`src/rtl/flappy_engine.sv`:
```
`default_nettype none
// ============================================================================
//  Module   : flappy_engine
//  Brief    : Game-logic core for the LED-matrix Flappy Bird. It handles bird
//             movement, scrolling beam columns with LFSR-placed gaps,
//             collision detection, a saturating score and the IDLE/RUN/OVER
//             game state.
//  Options  : FLAPPY_GRAVITY_EN - when defined, the bird drops one row on
//             scroll ticks where no button is pressed.
//  Revision : 1.0 - initial release
// ============================================================================
module flappy_engine #(
  parameter int GS      = 8,
  parameter int CR      = 2,
  parameter int SPACING = 4,
  parameter int GAP     = 2,
  parameter int SCORE_W = 8
) (
  input  logic               clk_i,
  input  logic               reset_i,
  input  logic               e_act_i,
  input  logic               up_i,
  input  logic               down_i,
  output logic [GS*GS-1:0]   matrix_o,
  output logic               d_act_o,
  output logic [SCORE_W-1:0] score_o,
  output logic [1:0]         state_o
);

  localparam int                 c_RW        = $clog2(GS);
  localparam int                 c_SW        = (SPACING > 1) ? $clog2(SPACING) : 1;
  localparam int                 c_N         = GS * GS;
  localparam logic [c_RW-1:0]    c_ROW_TOP   = c_RW'(GS - 1);
  localparam logic [c_RW-1:0]    c_ROW_MID   = c_RW'(GS / 2);
  localparam logic [c_SW-1:0]    c_SPC_LAST  = c_SW'(SPACING - 1);
  localparam logic [SCORE_W-1:0] c_SCORE_MAX = '1;

  typedef enum logic [1:0] {
    S_IDLE = 2'b00,
    S_RUN  = 2'b01,
    S_OVER = 2'b10
  } state_t;

  state_t             r_state, w_state_nxt;
  logic [c_RW-1:0]    r_row, w_row_nxt;
  logic [c_N-1:0]     r_beams, w_beams_nxt;
  logic [CR-1:0]      r_div, w_div_nxt;
  logic [c_SW-1:0]    r_spc, w_spc_nxt;
  logic [SCORE_W-1:0] r_score, w_score_nxt;
  logic [c_N-1:0]     r_matrix, w_matrix_nxt;
  logic               r_dact;
  logic [7:0]         r_lfsr;
  logic [GS-1:0]      w_new_beam;
  logic [GS-1:0]      w_bird;
  logic [c_N-1:0]     w_diag;
  logic               w_die;
  logic               w_scored;

  assign matrix_o = r_matrix;
  assign d_act_o  = r_dact;
  assign score_o  = r_score;
  assign state_o  = r_state;

  // Beam column for the next insertion: solid except a GAP-row hole placed by the LFSR
  always_comb begin
    int v_r;
    int v_lo;
    v_r        = int'(r_lfsr[c_RW-1:0]);
    v_lo       = (v_r <= GS - GAP) ? v_r : v_r - (GS - GAP + 1);
    w_new_beam = '1;
    for (int i = 0; i < GS; i++) begin
      if (i >= v_lo && i < v_lo + GAP) w_new_beam[i] = 1'b0;
    end
  end

  // Attract-mode frame shown on idle ticks
  always_comb begin
    w_diag = '0;
    for (int c = 0; c < GS; c++) w_diag[c*GS + c] = 1'b1;
  end

  // Next-state and next-frame logic; everything is judged on the pre-tick state
  always_comb begin
    w_state_nxt  = r_state;
    w_row_nxt    = r_row;
    w_beams_nxt  = r_beams;
    w_div_nxt    = r_div;
    w_spc_nxt    = r_spc;
    w_score_nxt  = r_score;
    w_matrix_nxt = r_matrix;
    w_die        = 1'b0;
    w_scored     = 1'b0;
    w_bird       = '0;
    if (e_act_i) begin
      case (r_state)
        S_RUN: begin
          if (up_i) begin
            if (r_row == c_ROW_TOP) w_die = 1'b1;
            else                    w_row_nxt = r_row + 1'b1;
          end else if (down_i) begin
            if (r_row == '0) w_die = 1'b1;
            else             w_row_nxt = r_row - 1'b1;
          end
`ifdef FLAPPY_GRAVITY_EN
          else if (r_div == '0) begin
            if (r_row == '0) w_die = 1'b1;
            else             w_row_nxt = r_row - 1'b1;
          end
`endif
          if (r_div == '0) begin
            w_scored    = |r_beams[GS-1:0];
            w_beams_nxt = {((r_spc == '0) ? w_new_beam : {GS{1'b0}}), r_beams[c_N-1:GS]};
            w_spc_nxt   = (r_spc == c_SPC_LAST) ? '0 : r_spc + 1'b1;
          end
          w_div_nxt = r_div + 1'b1;
          w_bird    = GS'(1) << w_row_nxt;
          if ((w_beams_nxt[GS-1:0] & w_bird) != '0) w_die = 1'b1;
          if (w_scored && !w_die && (r_score != c_SCORE_MAX)) w_score_nxt = r_score + 1'b1;
          if (w_die) w_state_nxt = S_OVER;
          w_matrix_nxt = {w_beams_nxt[c_N-1:GS], w_beams_nxt[GS-1:0] | w_bird};
        end
        default: begin
          // IDLE and OVER: up starts a fresh game, nothing moves on that tick
          if (up_i) begin
            w_state_nxt  = S_RUN;
            w_row_nxt    = c_ROW_MID;
            w_beams_nxt  = '0;
            w_div_nxt    = '0;
            w_spc_nxt    = '0;
            w_score_nxt  = '0;
            w_bird       = GS'(1) << c_ROW_MID;
            w_matrix_nxt = {{(c_N-GS){1'b0}}, w_bird};
          end else if (r_state == S_IDLE) begin
            w_matrix_nxt = w_diag;
          end
        end
      endcase
    end
  end

  // Game state registers; the frame strobe follows every tick by one cycle
  always_ff @(posedge clk_i or posedge reset_i) begin
    if (reset_i) begin
      r_state  <= S_IDLE;
      r_row    <= c_ROW_MID;
      r_beams  <= '0;
      r_div    <= '0;
      r_spc    <= '0;
      r_score  <= '0;
      r_matrix <= '0;
      r_dact   <= 1'b0;
    end else begin
      r_state  <= w_state_nxt;
      r_row    <= w_row_nxt;
      r_beams  <= w_beams_nxt;
      r_div    <= w_div_nxt;
      r_spc    <= w_spc_nxt;
      r_score  <= w_score_nxt;
      r_matrix <= w_matrix_nxt;
      r_dact   <= e_act_i;
    end
  end

  // Free-running gap LFSR, x^8+x^6+x^5+x^4+1, advances every clock
  always_ff @(posedge clk_i or posedge reset_i) begin
    if (reset_i) r_lfsr <= 8'h01;
    else         r_lfsr <= {r_lfsr[6:0], r_lfsr[7] ^ r_lfsr[5] ^ r_lfsr[4] ^ r_lfsr[3]};
  end

endmodule
`default_nettype wire

```
`config.mk`:
```
export PLATFORM = sky130hd
export DESIGN_NAME = flappy_engine
export DESIGN_NICKNAME = d
export VERILOG_FILES = /design/src/rtl/flappy_engine.sv
export SDC_FILE = /design/constraint.sdc
export NUM_CORES = 1
export LEC_CHECK = 0
export CAP_MARGIN = 30
export CORE_MARGIN = 2
export CORE_UTILIZATION = 33
export CTS_CLUSTER_DIAMETER = 100
export DETAILED_ROUTE_END_ITERATION = 6
export SETUP_SLACK_MARGIN = 0.05
export SKIP_CTS_REPAIR_TIMING = 1
export SYNTH_ARGS = -nofsm -noshare
export SYNTH_HDL_FRONTEND = slang
export SYNTH_SLANG_ARGS = --single-unit
```
`constraint.sdc`:
```
create_clock -name clk_i -period 7.4 [get_ports clk_i]
set_input_delay 1.48 -clock clk_i [delete_from_list [all_inputs] [get_ports clk_i]]
set_output_delay 1.48 -clock clk_i [all_outputs]
set_load 0.005 [all_outputs]
```
# --- Yosys cells after proc, flatten, opt, wreduce, memory -nomap -nowiden ---
# Cells that the tools add are included.
classes:
  n_reduce_logical: 24
  n_eq_ne: 7
  mux: 47
  addsub: 7
  div_mod_pow: 0
  bitwise_logic: 5
  multipliers: 0
  magnitude_cmp: 17
  shifts: 1
ops:
  columns: ["op", "count"]
  rows:
  - ["$mux 64", 8]
  - ["$ge 4x32->1 const A", 4]
  - ["$lt 4x32->1 const A", 4]
  - ["$ge 3x32->1 const A", 2]
  - ["$lt 3x32->1 const A", 2]
  - ["$add 32x3->32 const B", 1]
  - ["$ge 1x32->1 const A", 1]
  - ["$ge 2x32->1 const A", 1]
  - ["$lt 1x32->1 const A", 1]
  - ["$lt 2x32->1 const A", 1]
  - ["$mux 32", 1]
  - ["$mux 8", 4]
  - ["$mux 3", 8]
  - ["$mux 1", 18]
  - ["$mux 2", 8]
  - ["$logic_and 1x1->1", 10]
  - ["$reduce_and 3->1", 3]
  - ["$add 8x1->8 const B", 1]
  - ["$and 8x8->8", 1]
  - ["$ne 8x8->1 const B", 1]
  - ["$or 8x8->8", 1]
  - ["$reduce_bool 8->1", 1]
  - ["$reduce_or 8->1", 1]
  - ["$shl 1x3->8 const A", 1]
  - ["other kinds (17)", 24]
word_totals:
  input_bits: 5
  memories: 0
  register_bits: 154
  word_cells: 117
  latch_bits: 0
  rom_bits: 0
  ramBits: 0

# --- Logic depth before layout (Yosys ltp) ---
logic_depth:
  depth_word: 20
  mapped_depth: 15

# --- Least setup slack after synthesis ---
# Ideal clock, no wire load.
synth_path:
  kind: "in2reg"
  startpoint: "in down_i"
  endpoint: "reg r_score[2] (netlist: score_o[2])"
  arrival_time_ns: 3.310
  path_stages: 8
  path_buffers: 1
  slack_ns: 4.013
  setup_time_ns: 0.078
  cell_sequence: "nor2b_1 -> a211oi_1 -> a311oi_2 -> buf_4 -> nor4_2 -> a211o_4 -> or4_1 -> a21boi_1"
synth_between:
  elab_chain_cells: 15
synth_lines:
  columns: ["item", "line", "rtl"]
  rows:
  - ["from (decl)", "23", "input logic down_i,"]
  - ["$mux 3", "100", "end else if (down_i) begin"]
  - ["$mux 3", "97", "if (up_i) begin"]
  - ["$mux 3", "95", "case (r_state)"]
  - ["$mux 3", "94", "if (e_act_i) begin"]
  - ["$shl 1x3->8", "116", "w_bird = GS'(1) << w_row_nxt;"]
  - ["$and 8x8->8", "117", "if ((w_beams_nxt[GS-1:0] & w_bird) != '0) w_die = 1'b1;"]
  - ["$reduce_bool 8->1", "117", null]
  - ["$mux 1 *", "117", null]
  - ["$mux 1 *", "95", null]
  - ["$mux 1 *", "94", null]
  - ["$logic_not 1->1 *", "118", "if (w_scored && !w_die && (r_score != c_SCORE_MAX)) w_score_nxt = r_score + 1'b1;"]
  - ["$logic_and 1x1->1 * (2 in a row)", "118", null]
  - ["$ne 2x2->1 (no source line) *", null, null]
  - ["$reduce_and 3->1 (no source line) *", null, null]
  - ["to (signal assigned)", "158", "r_score <= w_score_nxt;"]
  - ["to (decl)", "49", "logic [SCORE_W-1:0] r_score, w_score_nxt;"]
# Every way passes the cells marked *; elsewhere a longest branch is shown, timed or not. The select of a mux whose other input is x is not followed.
# A chain may end at the register's enable or synchronous reset.

# --- Worst setup path in the final report ---
layout_path:
  startpoint: "in up_i"
  endpoint: "reg r_score[6] (netlist: score_o[6])"
layout_between:
  elab_chain_cells: 14
layout_lines:
  columns: ["item", "line", "rtl"]
  rows:
  - ["from (decl)", "22", "input logic up_i,"]
  - ["$mux 3", "97", null]
  - ["$mux 3", "95", null]
  - ["$mux 3", "94", null]
  - ["$shl 1x3->8", "116", null]
  - ["$and 8x8->8", "117", null]
  - ["$reduce_bool 8->1", "117", null]
  - ["$mux 1", "117", null]
  - ["$mux 1", "95", null]
  - ["$mux 1", "94", null]
  - ["$logic_not 1->1", "118", null]
  - ["$logic_and 1x1->1 (2 in a row)", "118", null]
  - ["$ne 2x2->1 (no source line)", null, null]
  - ["$reduce_and 3->1 (no source line) *", null, null]
# Marked as above.

==> impl_metrics.env <==
export IMPL_pwr_density_cell_nw_per_um2=347
export IMPL_grtUsageTotal_pct=15.8
export IMPL_maxSlewViolCount=0
export IMPL_fmax_mhz=231
export IMPL_yosys_warnings=0
export IMPL_clk_path_buf_depth=2
export IMPL_avgSynthCellArea_um2=11.0
export IMPL_drt_total_wl_mm=17.0
export IMPL_cts_tree="built"
export IMPL_htree_levels=4
export IMPL_cp_required_ns=7.75
export IMPL_ios=80
export IMPL_period_minus_slack_ns=4.33
export IMPL_antenna_cells=0
export IMPL_synth_ff_type="dfrtp_1"
export IMPL_hold_viol=0
export IMPL_worstMarginPinSlew_ns=0.900
export IMPL_nNetsFinal=733
export IMPL_hold_class="register to register"
export IMPL_areaGrowthSynthToFinish_pct=25.0
export IMPL_leakage_nw=3.95
export IMPL_crit_fanout=16
export IMPL_cp_end_kind="register"
export IMPL_drtPass1Iterations=5
export IMPL_synth_area_um2=7070
export IMPL_drive_gt1_share_pct=8.56
export IMPL_core_um2=21000
export IMPL_fin_worst_skew_ns=0.00827
export IMPL_ir_worst_vdd_mv=0.150
export IMPL_cp_top_family="compound AO/OA/AOI/OAI gates"
export IMPL_slew_headroom_pct=39.7
export IMPL_final_cell_mix="dfrtp_1, nand2_1, clkdlybuf4s50_1"
export IMPL_yosys_register_bits=154
export IMPL_status="complete, no violations"
export IMPL_gr_total_overflow=0
export IMPL_syn_nets=665
export IMPL_route_detailed_drc=0
export IMPL_grt_max_degree=83
export IMPL_max_stage_delay_ns=0.86
export IMPL_dp_slack_ns=2.68
export IMPL_vias_per_cell=5.21
export IMPL_final_common_cell="dfrtp_1"
export IMPL_die_w_um=150
export IMPL_io_buffer_count=79
export IMPL_finalSetupTns_ns=0
export IMPL_dpl_hpwl_mm=11.2
export IMPL_synth_edff_count=0
export IMPL_criticalPathCategory="input pin to register"
export IMPL_fp_row_count=53
export IMPL_crit_arrival_ns=4.68
export IMPL_max_cap_viol_count=0
export IMPL_ys_seq_area_share_pct=54.5
export IMPL_period_share_pct=58.5
export IMPL_rsz0062_at_grt="false"
export IMPL_cts_buffers=17
export IMPL_crit_buf_inv=1
export IMPL_clock_latency_ns=0.43
export IMPL_grt_pass1_wl_mm=27.8
export IMPL_drt_iter0_drc=306
export IMPL_grt_pass1_vias=5031
export IMPL_crit_path_top_delay_cell="clkdlybuf4s50_1"
export IMPL_fin_ws_ns=3.07
export IMPL_root_buffer="clkbuf_16"
export IMPL_path_clk_slew_ns=0.06
export IMPL_chipHeight_um=150
export IMPL_startpoint_type="input pin"
export IMPL_ys_types=48
export IMPL_vias=5201
export IMPL_wl_per_cell_um=17.1
export IMPL_antenna_found_initial=0
export IMPL_synth_async_reset_ratio_pct=100
export IMPL_cts_sinks=154
export IMPL_gp_congestion=0.835
export IMPL_ant_nets=0
export IMPL_final_setup_viol_count=0
export IMPL_path_cells="clkdlybuf4s50_1, a21boi_2, mux2i_1, a311oi_2, mux2i_1, a211o_4, or4_1, a21boi_1"
export IMPL_start_util_pct=33.6
export IMPL_critical_path_most_common_cell="mux2i_1"
export IMPL_dieArea_um2=22600
export IMPL_synth_cells=643
state kept, by name, indices dropped and copies added (netlist names):
signal and count:
d_act_o 1, r_div 2, r_beams 64, score_o 8, r_spc 2, r_lfsr 8, state_o 2, matrix_o 64
r_row 3
area by class of cell:
| class | count | area [um2] |
|---|---|---|
| Inverter | 15 | 61.3 |
| Fill cell | 1978 | 12200 |
| Sequential cell | 154 | 3860 |
| Multi-Input combinational cell | 435 | 3040 |
| Clock inverter | 12 | 171 |
| Tap cell | 275 | 344 |
| Timing Repair Buffer | 88 | 918 |
| Clock buffer | 20 | 447 |
cell usage after synthesis (2+ instances only):
| library cell | count | area (um2) |
|---|---|---|
| dfrtp_1 | 152 | 3800 |
| nand2_1 | 87 | 327 |
| a22o_1 | 58 | 508 |
| mux2i_1 | 56 | 561 |
| o21ai_0 | 50 | 250 |
| clkbuf_1 | 34 | 128 |
| a21oi_1 | 23 | 115 |
| o31ai_1 | 22 | 165 |
| nor2_1 | 19 | 71.3 |
| ha_1 | 17 | 213 |
| inv_1 | 15 | 56.3 |
| mux2_2 | 11 | 124 |
| nand3_1 | 10 | 50.1 |
| nand2b_1 | 9 | 56.3 |
| o22a_1 | 7 | 61.3 |
| o21a_1 | 6 | 45.0 |
| a211oi_1 | 5 | 37.5 |
| a31oi_1 | 5 | 31.3 |
| and3_1 | 4 | 25.0 |
| nand4_1 | 4 | 25.0 |
| nor4_1 | 4 | 25.0 |
| or4_1 | 4 | 30.0 |
| xnor2_1 | 4 | 35.0 |
| a21boi_1 | 3 | 22.5 |
| buf_1 | 3 | 11.3 |
| nor2b_1 | 3 | 18.8 |
| o21ai_1 | 3 | 15.0 |
| a22oi_1 | 2 | 15.0 |
| dfstp_2 | 2 | 52.6 |
| nand3b_1 | 2 | 15.0 |
| nor3_1 | 2 | 10.0 |
layer usage:
metal / routed length (um) / global-route usage, % / up-vias
li1: - / - / 2493
met1: 8310 / 23.0 / 2572
met2: 7710 / 23.3 / 113
met3: 724 / 3.48 / 23
met4: 287 / 5.24 / 0
met5: 0 / 0 / -
worst reg2reg max path: stages (launching register included):
cell     delay (ns)
dfstp_2        0.60
inv_1          0.10
ha_1           0.23
nor2b_1        0.18
nand3_1        0.14
or3_1          0.38
ha_1           0.28
nand2_1        0.05
nor4_1         0.60
o21ai_0        0.23
a21oi_1        0.23
a21oi_1        0.08
o21ai_0        0.19
per-stage QoR:
step	instances	power, W	hold WS (ns)	instance area, um2	utilization [%]
after global placement	964	0.00214	0.335	8140	38.7
after detailed placement	966	0.00217	0.340	8190	39.0
after CTS	998	0.00309	0.357	8810	41.9
final	999	0.00307	0.353	8840	42.0
after floorplan	643	0.00175	0.331	7070	-
after global routing	999	0.00325	0.357	8840	42.0
worst paths after layout:
| path | from | end | slack, ns | depth (start not counted) |
|---|---|---|---|---|
| setup / recovery | up_i | score_o[6]$_DFFE_PP0P_ | 3.07 | 8 |
| hold / removal | r_lfsr[6]$_DFF_PP0_ | r_lfsr[7]$_DFF_PP0_ | 0.35 | 0 |
| setup reg to reg | r_lfsr[0]$_DFF_PP1_ | matrix_o[60]$_DFFE_PP0P_ | 4.02 | 12 |
| hold reg to reg | r_lfsr[6]$_DFF_PP0_ | r_lfsr[7]$_DFF_PP0_ | 0.35 | 0 |
| max in group asynchronous | reset_i | r_row[2]$_DFFE_PP1P_ | 4.79 | 4 |
| min in group asynchronous | reset_i | matrix_o[25]$_DFFE_PP0P_ | 1.58 | 2 |
where the power goes:
group | internal (W) | switching, W
registers | 0.00101 | 0.000143
logic | 0.000452 | 0.000551
clock network | 0.000572 | 0.000347
cell families after synthesis:
kind of cell	count (synthesis)	share of synthesized area, %
AO/OA/AOI/OAI	194	19.5
XOR/XNOR	5	0.619
adder cells (fa/ha/maj)	17	3.01
buffers and inverters	54	2.94
flip-flops	154	54.5
multiplexers	67	9.68
AND/OR/NAND/NOR	152	9.72
Note: power is estimated with default switching activity, not from simulation.
